`config.mk`:
```
export PLATFORM = sky130hd
export DESIGN_NAME = zero_bist
export DESIGN_NICKNAME = d
export VERILOG_FILES = /design/src/rtl/zero_bist.sv
export SDC_FILE = /design/constraint.sdc
export NUM_CORES = 1
export LEC_CHECK = 0
export ABC_AREA = 1
export CORE_ASPECT_RATIO = 0.8
export CORE_MARGIN = 3
export CORE_UTILIZATION = 40
export DETAILED_ROUTE_END_ITERATION = 6
export GPL_TIMING_DRIVEN = 1
export HOLD_SLACK_MARGIN = 0.08
export PLACE_DENSITY = 0.6
export SLEW_MARGIN = 30
export SYNTH_ARGS = -nofsm -noshare
export SYNTH_HDL_FRONTEND = slang
export SYNTH_SLANG_ARGS = --single-unit
```
`constraint.sdc`:
```
create_clock -name clk -period 4.2 [get_ports clk]
set_clock_uncertainty 0.05 [all_clocks]
set_input_delay 0.84 -clock clk [delete_from_list [all_inputs] [get_ports clk]]
set_output_delay 0.84 -clock clk [all_outputs]
set_load 0.005 [all_outputs]
```
`src/rtl/zero_bist.sv`:
```
// Built-in self test for an 8-bit zero detector: walks a fixed pattern table and counts flag mismatches.
// Optional first-failure capture (fail_pattern port) is enabled by defining ZERO_BIST_FAIL_CAPTURE_EN.
`timescale 1ns/1ps

module zero_bist #(
    parameter int SETTLE_CYCLES = 2
) (
    input  logic       clk,
    input  logic       rst,
    input  logic       start,
    input  logic       is_zero_in,
    output logic [7:0] n_out,
    output logic       busy,
    output logic       done,
    output logic       pass,
    output logic [3:0] err_count
`ifdef ZERO_BIST_FAIL_CAPTURE_EN
    ,
    output logic [7:0] fail_pattern
`endif
);

    localparam logic [3:0] LAST_IDX    = 4'd12;
    localparam logic [3:0] SETTLE_LOAD = 4'(SETTLE_CYCLES - 1);

    typedef enum logic [1:0] {
        IDLE,
        DRIVE,
        SAMPLE,
        DONE
    } state_t;

    function automatic logic [7:0] pattern_at(input logic [3:0] idx);
        logic [7:0] p;
        case (idx)
            4'd0:    p = 8'h01;
            4'd1:    p = 8'h02;
            4'd2:    p = 8'h04;
            4'd3:    p = 8'h08;
            4'd4:    p = 8'h10;
            4'd5:    p = 8'h20;
            4'd6:    p = 8'h40;
            4'd7:    p = 8'h80;
            4'd8:    p = 8'h00;
            4'd9:    p = 8'hAA;
            4'd10:   p = 8'h55;
            4'd11:   p = 8'hFF;
            default: p = 8'h00;
        endcase
        return p;
    endfunction

    function automatic logic [3:0] sat_inc(input logic [3:0] v);
        return (v == 4'hF) ? v : v + 4'd1;
    endfunction

    state_t     state_q, state_d;
    logic [3:0] idx_q, idx_d;
    logic [3:0] settle_q, settle_d;
    logic [7:0] n_out_q, n_out_d;
    logic       busy_q, busy_d;
    logic       done_q, done_d;
    logic       pass_q, pass_d;
    logic [3:0] err_q, err_d;
    logic       mismatch;
`ifdef ZERO_BIST_FAIL_CAPTURE_EN
    logic [7:0] fail_q, fail_d;
`endif

    always_comb begin
        state_d  = state_q;
        idx_d    = idx_q;
        settle_d = settle_q;
        n_out_d  = n_out_q;
        busy_d   = busy_q;
        done_d   = done_q;
        pass_d   = pass_q;
        err_d    = err_q;
`ifdef ZERO_BIST_FAIL_CAPTURE_EN
        fail_d   = fail_q;
`endif
        mismatch = is_zero_in != (pattern_at(idx_q) == 8'h00);

        case (state_q)
            IDLE, DONE: begin
                if (start) begin
                    state_d  = DRIVE;
                    idx_d    = 4'd0;
                    settle_d = SETTLE_LOAD;
                    n_out_d  = pattern_at(4'd0);
                    busy_d   = 1'b1;
                    done_d   = 1'b0;
                    pass_d   = 1'b0;
                    err_d    = 4'd0;
`ifdef ZERO_BIST_FAIL_CAPTURE_EN
                    fail_d   = 8'h00;
`endif
                end
            end
            DRIVE: begin
                if (settle_q == 4'd0) begin
                    state_d = SAMPLE;
                end else begin
                    settle_d = settle_q - 4'd1;
                end
            end
            SAMPLE: begin
                if (mismatch) begin
                    err_d = sat_inc(err_q);
`ifdef ZERO_BIST_FAIL_CAPTURE_EN
                    // err_q is zero only before the first mismatch of this run
                    if (err_q == 4'd0) begin
                        fail_d = pattern_at(idx_q);
                    end
`endif
                end
                if (idx_q == LAST_IDX) begin
                    state_d = DONE;
                    n_out_d = 8'h00;
                    busy_d  = 1'b0;
                    done_d  = 1'b1;
                    pass_d  = (err_d == 4'd0);
                end else begin
                    state_d  = DRIVE;
                    idx_d    = idx_q + 4'd1;
                    settle_d = SETTLE_LOAD;
                    n_out_d  = pattern_at(idx_q + 4'd1);
                end
            end
            default: begin
                state_d = IDLE;
            end
        endcase
    end

    always_ff @(posedge clk) begin
        if (rst) begin
            state_q  <= IDLE;
            idx_q    <= 4'd0;
            settle_q <= 4'd0;
            n_out_q  <= 8'h00;
            busy_q   <= 1'b0;
            done_q   <= 1'b0;
            pass_q   <= 1'b0;
            err_q    <= 4'd0;
`ifdef ZERO_BIST_FAIL_CAPTURE_EN
            fail_q   <= 8'h00;
`endif
        end else begin
            state_q  <= state_d;
            idx_q    <= idx_d;
            settle_q <= settle_d;
            n_out_q  <= n_out_d;
            busy_q   <= busy_d;
            done_q   <= done_d;
            pass_q   <= pass_d;
            err_q    <= err_d;
`ifdef ZERO_BIST_FAIL_CAPTURE_EN
            fail_q   <= fail_d;
`endif
        end
    end

    assign n_out     = n_out_q;
    assign busy      = busy_q;
    assign done      = done_q;
    assign pass      = pass_q;
    assign err_count = err_q;
`ifdef ZERO_BIST_FAIL_CAPTURE_EN
    assign fail_pattern = fail_q;
`endif

endmodule

```
# Word level (Yosys, flattened, before mapping)
# Memories as Yosys holds them, arrays and structs flattened. A register that Yosys moved wholly into a read port is not among the register bits.
# Index checks and enable logic that the tools add are counted.
dict set report op_classes {
  add_sub_neg 3
  eq_ne 11
  n_mux 28
  reduce_logical 11
}
# operator n
set ops {}
lappend ops {{4-bit 2-to-1 mux} 10}
lappend ops {{8-bit 2-to-1 mux} 2}
lappend ops {{4-bit case mux with 2 select lines} 2}
lappend ops {{8-bit case mux with 2 select lines} 1}
lappend ops {{4-bit case mux with 3 select lines} 1}
lappend ops {{2-bit != test (second input constant)} 5}
lappend ops {{3-bit AND reduction} 3}
lappend ops {{4-bit by 1-bit adder with 4-bit output (second input constant)} 2}
lappend ops {{4-bit equality test (second input constant)} 2}
lappend ops {{4-bit zero test} 2}
lappend ops {{8-bit zero test} 1}
lappend ops {{2-bit 2-to-1 mux} 3}
lappend ops {{1-bit case mux with 2 select lines} 3}
lappend ops {{2-bit case mux with 3 select lines} 1}
lappend ops {{1-bit 2-to-1 mux} 5}
lappend ops {{2-bit equality test (second input constant)} 2}
lappend ops {{2-bit AND reduction} 2}
lappend ops {{4-bit by 1-bit subtractor with 4-bit output (second input constant)} 1}
lappend ops {{2-bit by 1-bit equality test with 1-bit output (second input constant)} 1}
lappend ops {{2-bit zero test} 1}
lappend ops {{2-bit nonzero test} 1}
lappend ops {{2-bit OR reduction} 1}
lappend ops {{1-bit != test} 1}
dict set report word_totals {
  register_bits 25
  mem_bits_ro 256
  wordCells 63
  memories 2
}
# name words word_bits rd rd_ports_with_merged_regs wr line
set mem_list {}
lappend mem_list {{(name not given)} 16 8 1 1 0 35} ;# case (idx)
lappend mem_list {{(name not given)} 16 8 1 0 0 35}

# Depth between registers and ports, before layout
dict set report depth {
  ltp_word 7
  ltp_mapped 11
}

# Worst setup path before layout
# Ideal clock, no wire load.
dict set report synth_path {
  path_type {input -> register}
  start {input port start}
  end {register with a tool-made name}
  setup_time_ps 74
  arrival_time_ps 1763
  required_ps 4076
  path_slack_ps 2313
  cell_stages 10
  path_cell_list {inv_1 nand2_2 o21ai_2 nor2_4 nand2_2 o22ai_2 nand2_2 clkinv_2 nand3_2 o21ai_0}
}
# item line
set synth_lines {}
lappend synth_lines {{from (decl)} 10} ;# input logic start,

==> impl_results.md <==
* Status: completed
* Most frequent cell after synthesis: nand2_1
* Critical Path Start Type: input port
* Full die area at approximately 5200 um2
* Layout cells sized above 1 at 0.125
* Placer Congestion at 0.756
* ANT nets after route at 0
* Num CTS Buffers at 5
* Number of clock sinks at 33
* Final instance area at 2080 um2
* Slew headroom at 0.531
* Crit path top cell by count: nand2_2
* First-pass DRT Iterations at 4
* Flops & latches, synth at 33
* Crit path max fanout at 16
* Syn nets at around 260
* Worst-case reg-to-reg path depth at 9
* Total congestion overflow at 0
* # DRC at 0
* Post-synth top flop: dfxtp_1
* DP Area at 2000 um2
* PortBufs at 18
* Grt met3 use at 0.0370
* Met2 Track Usage GR at 0.206
* Top post-synthesis cells by count: nand2_1, dfxtp_1, inv_1
* Initial antenna violation count at 0
* Largest delay share family, worst path: simple AND/OR/NAND/NOR gates
* Least-Margin Pin Slew at around 0.70 ns
* Seq/Total Area, Yosys at 0.376
* CTS Buffer Depth at 2
* Fin Setup TNS at 0 ns
* Std-Cell Core Area at 4000 um2
* Initial DRC Count at 66
* Cts repair resizes at 0
* Ys Warns at 0
* Cell taking the most area after synthesis: dfxtp_1
* Worst vdd ir at around 0.28 mV
* GR peak layer: met2
* Via density per instance at 4.83
* WHS Path Cells at 2
* Hold buffer count at cts at 0
* Number of global-route vias before repair at roughly 1,300
* WL/cell at 10.8 um
* Critical path data required time at 4.38 ns
* RSZ-0062 raised after global routing: false
* Final wirelength at 3.44 mm
* Crit path DAT at between 2 and 3 ns
* Synth area leaders: dfxtp_1, nand2_1, ha_1
* Clock transition at the registers of the reported paths at 0.07 ns
* Yosys top cell area share at 0.376
* Initial Util at 0.439
* H-tree Lvls at 2
* Hold endpoint: busy
* Worst path cell trace: clkdlybuf4s50_1 -> inv_1 -> nand2_2 -> o21ai_2 -> nor2_4 -> nand2_2 -> o22ai_2 -> nand2_2 -> clkinv_2 -> nand3_2 -> o21ai_1
* Fmax achieved at ~420 MHz
* Tcrit/Tclk final at 0.561
* Root buffer cell: clkbuf_8
* Reg-to-reg slack, setup at ~1.9 ns
* Post-Syn Instances at 240
* CP Capture Type: register
* Slowest CP cell: clkdlybuf4s50_1
* CTS tree: built
* Hold Crit Start: busy
* Site Rows at 20
* Pwr/cell area at approximately 440 nW/um2
* Fraction of registers with async set/reset at 0
* Slew Viols, Final at 0
* Crit path largest cell delay at roughly 0.45 ns
* Total of max-cap violations at 0
* Nets at 278
* HPWL after detailed placement at 2.57 mm
* All-layer global routing usage at 0.145
* Leak Pwr at between 0.8 and 0.9 nW
* Num ports at 19
* Largest net degree at the start of global routing at 17
* Number of diodes at 0
* Final setup viols at 0
* Number of filler cells placed in the layout at roughly 400
* Avg Synthesized Cell Area at between 7 and 8 um2
* Unique cell type count in the Yosys netlist at 30
* Number of flops mapped to enable cells by yosys at 0
* Worst-Skew Late Latency at around 0.29 ns
* Layout area overhead at 18.6%
* CP bufs+invs at 3
* Synthesized area at about 1800 um2
* Tmin final at about 2.4 ns
* Final Hold Fails at 0
* First-pass GRT wire length at 5.91 mm
* DIE WIDTH at between 80 and 90 um
* GR Layer Usage met1 at 0.202
* Vias at 1,536
* Crit Path Class: in -> reg
* Worst R2R Start: state_q[0]
* Hold WC Path Type: reg -> reg
* # Post-CTS Setup Buffers at 0
* Die Y at approximately 65 um
==> cell usage in the layout, fill, tap and decap left out <==
| cell type | Yosys | final |
|---|---|---|
| or2_2 | 3 | 3 |
| clkinv_1 | 1 | 1 |
| clkbuf_8 | 0 | 5 |
| a21oi_1 | 22 | 22 |
| inv_2 | 2 | 2 |
| o21ai_2 | 4 | 4 |
| ha_1 | 12 | 12 |
| nand3_2 | 3 | 3 |
| o22ai_2 | 1 | 1 |
| or2_1 | 1 | 1 |
| nor3_2 | 2 | 2 |
| nor2_2 | 1 | 1 |
| o21ai_0 | 18 | 18 |
| clkinv_2 | 1 | 3 |
| nor2_4 | 2 | 2 |
| nand2_2 | 5 | 5 |
| buf_4 | 0 | 1 |
| nand4_1 | 1 | 1 |
| nand2_1 | 56 | 56 |
| clkdlybuf4s50_1 | 0 | 18 |
| nand3b_1 | 1 | 1 |
| a211oi_1 | 1 | 1 |
| xor2_1 | 2 | 2 |
| nor3b_1 | 2 | 2 |
| dfxtp_1 | 33 | 33 |
| inv_1 | 27 | 27 |
| clkinvlp_4 | 0 | 1 |
| nor3_1 | 2 | 2 |
| a31oi_1 | 3 | 3 |
| nand3_1 | 15 | 15 |
| o21ai_1 | 4 | 4 |
| nor2_1 | 11 | 11 |
==> how the worst max path moves through the flow <==
stage          slack, ns  cells past startpoint  startpoint        to
2_1_floorplan       2.31                     10       start  register
3_3_place_gp        1.58                     11       start  register
3_5_place_dp        1.55                     11       start  register
4_1_cts             1.86                     11       start  register
5_1_grt             1.69                     11       start  register
6_report            1.84                     11       start  register
==> worst reg2reg max path: stages (launching register included) <==
cell,delay (ns)
dfxtp_1,0.38
inv_1,0.08
ha_1,0.35
o21ai_2,0.58
nor2_4,0.11
o22ai_2,0.30
nand2_2,0.13
clkinv_2,0.07
nand3_2,0.08
o21ai_1,0.08
==> metal layers <==
metal	vias up	wire length, um
li1	821	-
met1	679	1880
met2	28	1350
met3	8	135
met4	0	74
met5	-	0
==> cells by family (layout without fill, tap and decap cells) <==
family / count (synthesis) / in the layout / share of synthesized area
buffers and inverters: 35 / 58 / 0.0762
flip-flops: 33 / 33 / 0.376
AND/OR/NAND/NOR: 105 / 105 / 0.285
XOR/XNOR: 2 / 2 / 0.00997
AO/OA/AOI/OAI: 53 / 53 / 0.167
adder cells (fa/ha/maj): 12 / 12 / 0.0855
==> layout make-up <==
cell class / instances / area [um2] / share of cell area
clock buffer: 5 / 68.8 / 0.0330
clock inverter: 3 / 17.5 / 0.00841
inverter: 31 / 118 / 0.0565
multi-input combinational: 172 / 962 / 0.462
sequential: 33 / 661 / 0.317
tap: 55 / 68.8 / 0.0330
timing repair buffer: 19 / 188 / 0.0901
==> metrics by stage <==
step / utilization / hold WS, ns / setup slack, ns / cells / power, mW
after global routing: 0.520 / 0.431 / 1.69 / 318 / 0.997
after detailed placement: 0.499 / 0.407 / 1.55 / 310 / 0.694
after floorplan: - / 0.384 / 2.31 / 240 / 0.616
after CTS: 0.520 / 0.417 / 1.86 / 318 / 0.931
final: 0.520 / 0.407 / 1.84 / 318 / 0.924
after global placement: 0.499 / 0.406 / 1.58 / 310 / 0.694
==> power breakdown <==
group,internal (mW),leakage [nW],switching (mW)
Clock,0.114,0.0439,0.119
Combinational,0.111,0.539,0.204
Sequential,0.349,0.267,0.0259
Total,0.575,0.850,0.349
Note: power is estimated with default switching activity, not from simulation.
